<file path="src/rtl/dmem_arbiter_pkg.sv">
// Shared types and defaults for the data-memory arbiter.
// Optional starvation guard is enabled by defining DMEM_ARB_STARVE_EN.
package dmem_arbiter_pkg;

    localparam int AW_DEF       = 10;
    localparam int MAX_WAIT_DEF = 8;

    typedef enum logic [1:0] {
        ST_IDLE = 2'd0,
        ST_CPU  = 2'd1,
        ST_DBG  = 2'd2
    } arb_state_e;

    typedef enum logic [1:0] {
        OWN_NONE = 2'd0,
        OWN_CPU  = 2'd1,
        OWN_DBG  = 2'd2
    } owner_e;

endpackage

</file>
<file path="src/rtl/dmem_arbiter.sv">
// Two-requester arbiter (CPU MEM stage over debug/loader) for the single-port d_mem.
// Define DMEM_ARB_STARVE_EN to bound how long debug can be denied by the CPU.
module dmem_arbiter
    import dmem_arbiter_pkg::*;
#(
    parameter int AW       = AW_DEF,
    parameter int MAX_WAIT = MAX_WAIT_DEF
) (
    input  logic          clk1,
    input  logic          rst,
    input  logic          cpu_req,
    input  logic          cpu_we,
    input  logic [31:0]   cpu_addr,
    input  logic [31:0]   cpu_wdata,
    input  logic [3:0]    cpu_be,
    output logic          cpu_gnt,
    output logic          cpu_stall,
    output logic          cpu_rvalid,
    output logic [31:0]   cpu_rdata,
    input  logic          dbg_req,
    input  logic          dbg_lock,
    input  logic          dbg_we,
    input  logic [31:0]   dbg_addr,
    input  logic [31:0]   dbg_wdata,
    input  logic [3:0]    dbg_be,
    output logic          dbg_gnt,
    output logic          dbg_rvalid,
    output logic [31:0]   dbg_rdata,
    output logic          mem_en,
    output logic          mem_we,
    output logic [AW-1:0] mem_addr,
    output logic [31:0]   mem_wdata,
    output logic [3:0]    mem_be,
    input  logic [31:0]   mem_rdata
);

    arb_state_e  state_q, state_d;
    owner_e      resp_owner_q, resp_owner_d;
    logic [31:0] cpu_rdata_q, cpu_rdata_d;
    logic [31:0] dbg_rdata_q, dbg_rdata_d;
    logic        starve_force;

`ifdef DMEM_ARB_STARVE_EN
    localparam int WCW = $clog2(MAX_WAIT + 1);
    logic [WCW-1:0] wait_cnt_q, wait_cnt_d;

    assign starve_force = dbg_req && (wait_cnt_q == WCW'(MAX_WAIT));

    always_comb begin
        wait_cnt_d = wait_cnt_q;
        if (dbg_gnt)
            wait_cnt_d = '0;
        else if (dbg_req && (wait_cnt_q != WCW'(MAX_WAIT)))
            wait_cnt_d = wait_cnt_q + 1'b1;
    end

    always_ff @(posedge clk1 or negedge rst) begin
        if (!rst) wait_cnt_q <= '0;
        else      wait_cnt_q <= wait_cnt_d;
    end
`else
    logic unused_max_wait;
    assign unused_max_wait = (MAX_WAIT != 0);
    assign starve_force    = 1'b0;
`endif

    logic unused_addr_bits;
    assign unused_addr_bits = ^{cpu_addr[31:AW+2], cpu_addr[1:0],
                                dbg_addr[31:AW+2], dbg_addr[1:0]};

    // Grants are forced low while reset is held so nothing reaches d_mem mid-reset.
    always_comb begin
        // NOTE: every output of a combinational block gets a default first,
        // otherwise an uncovered branch infers a latch.
        cpu_gnt = 1'b0;
        dbg_gnt = 1'b0;
        if (rst) begin
            if ((state_q == ST_DBG && dbg_req && dbg_lock) || starve_force)
                dbg_gnt = 1'b1;
            else if (cpu_req)
                cpu_gnt = 1'b1;
            else if (dbg_req)
                dbg_gnt = 1'b1;
        end
    end

    assign cpu_stall = cpu_req & ~cpu_gnt;
    assign mem_en    = cpu_gnt | dbg_gnt;

    always_comb begin
        mem_we    = cpu_gnt & cpu_we;
        mem_addr  = cpu_addr[AW+1:2];
        mem_wdata = cpu_wdata;
        mem_be    = cpu_be;
        if (dbg_gnt) begin
            mem_we    = dbg_we;
            mem_addr  = dbg_addr[AW+1:2];
            mem_wdata = dbg_wdata;
            mem_be    = dbg_be;
        end
    end

    always_comb begin
        state_d = ST_IDLE;
        if (dbg_gnt && dbg_lock) state_d = ST_DBG;
        else if (cpu_gnt)        state_d = ST_CPU;

        resp_owner_d = OWN_NONE;
        if (mem_en && !mem_we) resp_owner_d = cpu_gnt ? OWN_CPU : OWN_DBG;
    end

    // Read data is a live view of mem_rdata in the response cycle, then held.
    assign cpu_rvalid = (resp_owner_q == OWN_CPU);
    assign dbg_rvalid = (resp_owner_q == OWN_DBG);
    assign cpu_rdata  = cpu_rvalid ? mem_rdata : cpu_rdata_q;
    assign dbg_rdata  = dbg_rvalid ? mem_rdata : dbg_rdata_q;
    assign cpu_rdata_d = cpu_rdata;
    assign dbg_rdata_d = dbg_rdata;

    always_ff @(posedge clk1 or negedge rst) begin
        // NOTE: sequential state uses non-blocking assignments so every flop
        // samples pre-edge values regardless of statement order.
        if (!rst) begin
            state_q      <= ST_IDLE;
            resp_owner_q <= OWN_NONE;
            cpu_rdata_q  <= '0;
            dbg_rdata_q  <= '0;
        end else begin
            state_q      <= state_d;
            resp_owner_q <= resp_owner_d;
            cpu_rdata_q  <= cpu_rdata_d;
            dbg_rdata_q  <= dbg_rdata_d;
        end
    end

endmodule

</file>
<file path="config.mk">
export PLATFORM = sky130hd
export DESIGN_NAME = dmem_arbiter
export DESIGN_NICKNAME = d
export VERILOG_FILES = /design/src/rtl/dmem_arbiter_pkg.sv /design/src/rtl/dmem_arbiter.sv
export SDC_FILE = /design/constraint.sdc
export NUM_CORES = 1
export LEC_CHECK = 0
export ABC_AREA = 1
export CAP_MARGIN = 20
export CORE_MARGIN = 5
export CORE_UTILIZATION = 30
export DETAILED_ROUTE_END_ITERATION = 12
export PLACE_DENSITY = 0.88
export SLEW_MARGIN = 20
export SYNTH_ARGS = -nofsm -noshare
export SYNTH_HDL_FRONTEND = slang
export SYNTH_SLANG_ARGS = --single-unit
</file>
<file path="constraint.sdc">
create_clock -name clk1 -period 1.5 [get_ports clk1]
set_input_delay 0.15 -clock clk1 [delete_from_list [all_inputs] [get_ports clk1]]
set_output_delay 0.15 -clock clk1 [all_outputs]
set_load 0.005 [all_outputs]
</file>
# Word-level counts from Yosys, hierarchy flattened
# Cells that the tools add are included.
[totals]
regBits = 68
in_bits = 175
out_inout_bits = 117
wordCells = 33
[op_classes]
eq_ne = 3
mux = 17
bitwise_logic = 4
reduce_logical = 5
[op_table]
columns = ["operator", "n"]
rows = [
  ["$mux W32", 3],
  ["$mux W10", 1],
  ["$mux W1", 9],
  ["$mux W2", 3],
  ["$eq A2 B2 Y1 const B", 2],
  ["$logic_and A1 B1 Y1", 4],
  ["$mux W4", 1],
  ["$and A1 B1 Y1", 2],
  ["$eq A2 B1 Y1 const B", 1],
  ["$logic_not A1 Y1", 1],
  ["$not A1 Y1", 1],
  ["$or A1 B1 Y1", 1],
]

# Logic depth before layout (Yosys ltp)
# Gate-level depths: netlist (run 1).
[depth]
depth_word = 10
mapped_depth = 10
ltp_nobuf = 8

# Worst setup path after synthesis (run 1)
# Ideal clock, no wire load.
[synth_path]
kind = "reg2out"
startpoint = "register resp_owner_q[0]"
endpoint = "output dbg_rdata[0]"
arrival_time_ps = 1069
required_ps = 1350
path_slack_ps = 281
path_stages_with_launch = 5
n_path_buf = 1
path_cell_list = "dfrtp_1 -> nor2_1 -> inv_2 -> clkbuf_1 -> o21ai_0"
[synth_via]
elab_chain_cells = 2
[synth_rtl]
columns = ["element", "line_no", "text"]
rows = [
  ["start, declared", "dmem_arbiter.sv:38", "owner_e resp_owner_q, resp_owner_d;"],
  ["start signal, assigned", "dmem_arbiter.sv:130", "resp_owner_q <= resp_owner_d;"],
  ["$eq A2 B2 Y1", "dmem_arbiter.sv:114", "assign dbg_rvalid = (resp_owner_q == OWN_DBG);"],
  ["net dbg_rvalid", "dmem_arbiter.sv:27", "output logic dbg_rvalid,"],
  ["$mux W32", "dmem_arbiter.sv:116", "assign dbg_rdata = dbg_rvalid ? mem_rdata : dbg_rdata_q;"],
  ["end, declared", "dmem_arbiter.sv:28", "output logic [31:0] dbg_rdata,"],
]
# The timed path passes the listed nets, and every way through them passes these cells.

# Worst setup path after layout (run 1)
[layout_path]
startpoint = "register resp_owner_q[1]"
endpoint = "output dbg_rdata[23]"
[layout_via]
elab_chain_cells = 2
[layout_rtl]
columns = ["element", "line_no"]
rows = [
  ["$eq A2 B2 Y1", "dmem_arbiter.sv:114"],
  ["$mux W32", "dmem_arbiter.sv:116"],
]
# Every way passes these cells.

==> results of run 1 <==
## routing by layer
layer	share of wire	vias up	wire length, µm
li1	-	2022	-
met1	0.31	2248	6831
met4	0.086	2	1900
met3	0.071	100	1567
met5	0.00073	-	16
met2	0.53	287	11730
## flip-flops by register name (all words and copies together), names as in the netlist
signal / count
state_q: 2
dbg_rdata_q: 32
cpu_rdata_q: 32
resp_owner_q: 2
## power groups by stage
stage / Clock, W / Combinational (W) / Sequential (W)
5_1_grt: 0.00200 / 0.00400 / 0.00248
6_report: 0.00190 / 0.00382 / 0.00245
3_3_place_gp: 0 / 0.00243 / 0.00231
4_1_cts: 0.00188 / 0.00310 / 0.00236
3_5_place_dp: 0 / 0.00251 / 0.00234
2_1_floorplan: 0 / 0.000606 / 0.00230
## area by class of cell
| cell class | instances | share of cell area |
|---|---|---|
| Clock buffer | 10 | 0.01542 |
| Clock inverter | 6 | 0.01247 |
| Inverter | 42 | 0.01962 |
| Multi-Input combinational cell | 284 | 0.3037 |
| Sequential cell | 68 | 0.1906 |
| Tap cell | 136 | 0.01906 |
| Timing Repair Buffer | 381 | 0.4391 |
## placed cells by master, fill, tap and decap left out, drive strengths merged
| cell | count |
|---|---|
| bufinv | 3 |
| clkinv | 4 |
| dfrtp | 68 |
| inv | 40 |
| o21ai | 64 |
| clkbuf | 14 |
| buf | 245 |
| dlygate4sd3 | 1 |
| nand2 | 211 |
| nand4 | 1 |
| clkdlybuf4s15 | 2 |
| nor2 | 6 |
| clkdlybuf4s50 | 129 |
| clkinvlp | 1 |
| nand3 | 2 |
## cells in the mapped netlist
cell type / number / area, µm²
nand4_1: 1 / 6.260
buf_6: 5 / 56.30
inv_2: 2 / 7.510
buf_4: 1 / 7.510
nor2_1: 6 / 22.52
o21ai_0: 64 / 320.3
buf_2: 7 / 35.03
nand2_1: 208 / 780.8
inv_1: 40 / 150.1
dfrtp_1: 68 / 1702
clkbuf_1: 10 / 37.54
nand3_1: 2 / 10.01
nand2_2: 2 / 12.51
## worst register-to-register path: stages, from the launching register on
cell and delay [ns]:
dfrtp_1 0.37, inv_2 0.07, nor2_4 0.16, clkinv_4 0.12, buf_12 0.15, buf_12 0.13, buf_16 0.15, nand2_4 0.07
o21ai_4 0.06, buf_6 0.12, buf_6 0.10
## repair_timing
item                                    in CTS  in global routing
endpoints found under the setup margin     117                121
pin swaps                                   45                 44
hold endpoints to repair                     1                  0
buffers inserted                            30                 35
cloned                                      23                  0
gates resized for setup                    813                209
hold buffers                                 1                  0
## logic make-up (layout without fill, tap and decap cells)
family,count (synthesis),count (layout)
and+or+nand+nor,219,220
DFF,68,68
buffers and inverters,65,439
AOI/OAI and AO/OA,64,64
## through the flow
| step | cell area (µm²) | std cells | setup TNS, ns | setup WS [ns] |
|---|---|---|---|---|
| after floorplan | 3148 | 416 | 0 | 0.2814 |
| after global placement | 6205 | 838 | -40.69 | -0.6169 |
| after detailed placement | 6205 | 838 | -45.37 | -0.6625 |
| after CTS | 8044 | 907 | -29.67 | -0.3600 |
| after global routing | 8927 | 927 | -44.39 | -0.4819 |
| final | 8927 | 927 | -36.36 | -0.4190 |
## path summary, 6_finish.rpt
check	start	to	slack (ns)	cells past startpoint
worst max-delay path	resp_owner_q[1]	dbg_rdata[23]	-0.42	8
worst min-delay path	rst	cpu_rdata_q[13]	0.16	2
worst max register to register	resp_owner_q[1]	dbg_rdata_q[26]	-0.08	10
worst min register to register	cpu_rdata_q[5]	cpu_rdata_q[5]	0.48	2
max in group asynchronous	rst	cpu_rdata_q[12]	0.80	2
min in group clk1	dbg_lock	state_q[1]	0.39	3
==> results.md, run 1 <==
* Number of standard-cell rows in the floorplan at 37
* Max IR drop VDD at 0.5111 mV
* Number of antenna violations at the first check in global routing at 1
* Via density per instance at 5.026
* Share of cell area taken by muxes after synthesis at 0
* Post-synthesis sequential area ratio at 0.5405
* Top cell family by delay on the critical path: buffers and inverters
* Global placer's final weighted congestion at 0.9379
* Fraction of the mapped netlist area in simple logic gates at 0.2643
* Power after layout at 0.008169 W
* Via count of the first global-routing pass at 5203
* Met2 usage in global routing at 0.5785
* Total global-route track usage at 0.3061
* Boundary Pins at 292
* Count of pins over their slew limit at 0
* Net count after synthesis at 591
* CP Launch Type: register
* Number of fill cells at 432
* Leakage power at 4.358 nW
* Count of warnings emitted by yosys at 0
* Vias after detailed routing at 4659
* Wire length of the first global-routing pass at 29.55 mm
* Part of the power in combinational logic at 0.467
* Hold WC Path Type: primary input to async pin
* Min Tclk post-route at 1.919 ns
* Area overhead of the layout relative to synthesis at 183.6%
* Share of total power in the clock network at 0.233
* Clock slew seen by the registers of the worst setup and hold paths at 0.09 ns
* Clock Sinks at 68
* Adder-Cell Fraction of Synth Area at 0
* Mean instance size in the synthesized netlist at 7.567 µm²
* Count of nets after finishing at 961
* Net switching share of the total power at 0.3305
* Chip width at 112.4 µm
* Cell type of the slowest stage on the worst timing path: dfrtp_1
* Largest net degree at the start of global routing at 68
* Power density over the cells at 915.0 nW/µm²
* Floorplan Core Area at 10280 µm²
* Buf+Inv Stages, Crit Path at 6
* Grt met1 use at 0.2848
* Final cycle utilization of the critical path at 1.279
* Xor and xnor fraction of the mapped netlist area at 0
* Die Y-Extent at 112.4 µm
* Sequential cell fraction of total power at 0.300
* Routed Antenna Nets at 0
* Crit Path Class: register to output pin
* Cell-internal power at 0.005469 W
* Compound-cell area share of the yosys netlist at 0.1017
* Remaining global-route overflow at 0
* Worst slew pin tran at 0.8355 ns
* Clk_lat worst skew at 0.34 ns
* Worst path cell trace: inv_2 -> nor2_4 -> clkinv_4 -> buf_12 -> buf_12 -> buf_16 -> o21ai_4 -> buf_6
* Number of buffers added on ports at 247
* Iteration count of the initial detailed-routing pass at 4
* Inserted Clock Buffers at 9
* Number of remaining DRC errors at 0
* Unrepaired setup endpoints after global routing: yes
* Crit-path max FO at 7
* Distinct cell type count of the synthesized netlist at 13
* Clk Tree Root Cell: clkbuf_8
* Routed wire length at 22.04 mm
* Hold violation count in the final report at 0
* Failing checks: negative setup slack
* Netlist area before placement at 3148 µm²
* Most Used Layer, Global Route: met2
* Final number of setup-violating endpoints at 128
* Post-detail-place hpwl at 12.00 mm
* Inserted Diodes at 0
* Signal arrival time at the worst endpoint at 1.77 ns
* Slowest stage delay, CP at 0.37 ns
* Fmax at 521.1 MHz
* Net switching power figure at 0.002700 W
* Relative slew slack at 0.4430
* Worst Clk Skew at 0.01706 ns
* GR Layer Usage met3 at 0.07978
* Clock Path Buffers at 2
* Status: finished, violations left
* Number of H-tree levels at 3
* Gate count after technology mapping at 416
* Area of the die at 12640 µm²
* Starting density of the core at 0.3063
* Final Core Density at 0.8686
* Worst hold margin at 0.1585 ns
* Drt first-iter violations at 284
* Storage element area at 1702 µm²
* Type of destination of the critical path: output pin
* Wire length per cell after detailed routing at 23.78 µm
* Worst Slack Setup Final at -0.4190 ns
* Cell repeated most along the worst path: buf_12
* Number of synthesized register bits at 68
* Count of maximum capacitance violations at 0
* Required time of the worst setup path at 1.35 ns
* Area used by multi-input combinational logic at 2711 µm²
* Layout cell share with drive strength beyond 1 at 0.6308
* Combinational family with the most area after synthesis: simple AND/OR/NAND/NOR gates
* TritonCTS clock tree: done
No activity file was read; power rests on OpenSTA's default activity.
==> run 2, diff against run 1 <==
--- a/config.mk
+++ b/config.mk
@@ -9,6 +9,7 @@
 export CAP_MARGIN = 20
 export CORE_MARGIN = 5
 export CORE_UTILIZATION = 30
+export CTS_CLUSTER_SIZE = 30
 export DETAILED_ROUTE_END_ITERATION = 12
 export PLACE_DENSITY = 0.88
 export SLEW_MARGIN = 20
==> results of run 2 <==
Same layout as run 1: the final DEF is identical, and so are final timing and power.
==> run 3, diff against run 2 <==
--- a/config.mk
+++ b/config.mk
@@ -11,7 +11,8 @@
 export CORE_UTILIZATION = 30
 export CTS_CLUSTER_SIZE = 30
 export DETAILED_ROUTE_END_ITERATION = 12
-export PLACE_DENSITY = 0.88
+export DONT_BUFFER_PORTS = 1
+export PLACE_DENSITY = 0.42
 export SLEW_MARGIN = 20
 export SYNTH_ARGS = -nofsm -noshare
 export SYNTH_HDL_FRONTEND = slang
==> results.md, run 3 (same netlist as run 1, synthesis figures left out) <==
* Worst slew pin tran at 0.1901 ns
* Worst hold margin at -0.5006 ns
* Crit-path max FO at 8
* Min Tclk post-route at 1.722 ns
* Area of the die at 12640 µm²
* Most frequent cells in the layout: 95 x nand2_2, 80 x nand2_1, 68 x dfrtp_1, 54 x o21ai_4, 37 x inv_1
* Number of buffers added on ports at 0
* Via density per instance at 4.924
* Beginning of the worst register-to-register path: resp_owner_q[0]
* Number of H-tree levels at 3
* Global placer's final weighted congestion at 0.7315
* Chip width at 112.4 µm
* Worst Slack Setup Final at -0.2219 ns
* Failing checks: negative hold slack, negative setup slack
* Final cell count without fillers at 608
* Type of destination of the critical path: output pin
* Vias after detailed routing at 2994
* Iteration count of the initial detailed-routing pass at 5
* Power density over the cells at 1054 nW/µm²
* Critical path launch point: state_q[0]
* Wire length per cell after detailed routing at 20.24 µm
* Wire length of the first global-routing pass at 17.14 mm
* Final Core Density at 0.5477
* CP Launch Type: register
* Cell type of the slowest stage on the worst timing path: dfrtp_1
* Fmax at 580.7 MHz
* Starting density of the core at 0.3063
* Clock slew seen by the registers of the worst setup and hold paths at 0.08 ns
* Unrepaired setup endpoints after global routing: yes
* Leading cell type in the layout, fill and taps excluded: nand2_2
* Number of cells in the design after placement at 543
* Largest net degree at the start of global routing at 73
* Count of pins over their slew limit at 0
* Via count of the first global-routing pass at 3023
* Signal arrival time at the worst endpoint at 1.57 ns
* Relative slew slack at 0.8732
* Worst path cell trace: nor2_1 -> nand2_1 -> nand2_2 -> nand2_4 -> inv_4 -> buf_6 -> buf_12 -> nand2_2 -> nand2_2
* Clk_lat worst skew at 0.34 ns
* Final instance area at 5629 µm²
* Leakage power at 2.689 nW
* Inserted Diodes at 0
* Clock Path Buffers at 2
* Buf+Inv Stages, Crit Path at 3
* Total cell area at the placement stage at 3339 µm²
* Inserted Clock Buffers at 9
* Slowest stage delay, CP at 0.36 ns
* Clock Sinks at 68
* Cell repeated most along the worst path: nand2_2
* Worst Clk Skew at 0.008028 ns
* Drt first-iter violations at 100
* Clk Tree Root Cell: clkbuf_8
* Count of nets after finishing at 642
* Max IR drop VDD at 0.7380 mV
* Number of remaining DRC errors at 0
* Post-detail-place hpwl at 6.944 mm
* Crit Path Class: register to output pin
* Final number of setup-violating endpoints at 112
* Number of standard-cell rows in the floorplan at 37
* Die Y-Extent at 112.4 µm
* Power after layout at 0.005932 W
* Leading registers by flop count: cpu_rdata_q x32, dbg_rdata_q x32
* Required time of the worst setup path at 1.35 ns
* Total global-route track usage at 0.1713
* Number of fill cells at 899
* Remaining global-route overflow at 0
* Routed wire length at 12.30 mm
* Hold WC Path Type: primary input to async pin
* Final cycle utilization of the critical path at 1.148
* TritonCTS clock tree: done
* Top cell family by delay on the critical path: simple AND/OR/NAND/NOR gates
* Count of maximum capacitance violations at 0
* Boundary Pins at 292
* Number of hold buffers added after CTS at 10
* Hold violation count in the final report at 68
* Status: finished, violations left
* Number of antenna violations at the first check in global routing at 0
* Floorplan Core Area at 10280 µm²
* Area overhead of the layout relative to synthesis at 78.82%
* Routed Antenna Nets at 0
* Layout cell share with drive strength beyond 1 at 0.5742
[run 3: cell count changes in the layout (fill, tap and decap cells not counted), moves of 9 or more]
cell             change
buf_12               -9
buf_2               -72
buf_4               -48
buf_6               -62
clkdlybuf4s50_1    -129
dlygate4sd3_1        +9
nand2_1             +31
nand2_2             +11
nand2_4             -37
[run 3: worst paths after layout]
path / to / slack [ns] / cells past startpoint
max in group asynchronous: resp_owner_q[0] / 1.89 / 0
worst min register to register: dbg_rdata_q[31] / 0.48 / 2
worst max-delay path: mem_addr[5] / -0.22 / 9
min in group clk1: cpu_rdata_q[23] / 0.03 / 2
worst max register to register: dbg_rdata_q[0] / 0.25 / 6
worst min-delay path: cpu_rdata_q[8] / -0.50 / 0
[run 3: timing repair]
item / CTS / global route
setup endpoints to repair: 109 / 115
hold endpoints to repair: 81 / 68
cloned: 13 / 6
pin swaps: 23 / 32
setup buffers: 16 / 13
resized for setup: 224 / 181
[run 3: metrics by stage]
| stage | setup WS, ns | TNS [ns] | hold WS, ns |
|---|---|---|---|
| finish | -0.2219 | -13.46 | -0.5006 |
| global route | -0.3049 | -23.24 | -0.5363 |
| CTS | -0.2162 | -13.28 | -0.5251 |
| detailed placement | 0.1028 | 0 | -0.1425 |
| global placement | 0.1582 | 0 | -0.1437 |
| floorplan | 0.2814 | 0 | -0.1456 |
[run 3: where the power goes]
| group | total [W] | switching, W | internal (W) |
|---|---|---|---|
| sequential | 0.00240 | 0.000195 | 0.00220 |
| combinational | 0.00186 | 0.00100 | 0.000861 |
| clock | 0.00167 | 0.000731 | 0.000944 |
[run 3: cell type report]
class                      count  area (µm²)  area share
clock buffer                   9       123.9     0.02200
clock inverter                 7       98.84     0.01756
inverter                      42       167.7     0.02978
multi-input combinational    283        2330      0.4139
sequential                    68        1702      0.3023
tap                          136       170.2     0.03023
timing repair buffer          63        1037      0.1843
[run 3: layer usage]
layer,track usage,wire (µm)
met4,0.05208,177
met3,0.05660,965
met1,0.2243,4962
met5,0,0
met2,0.2702,6199
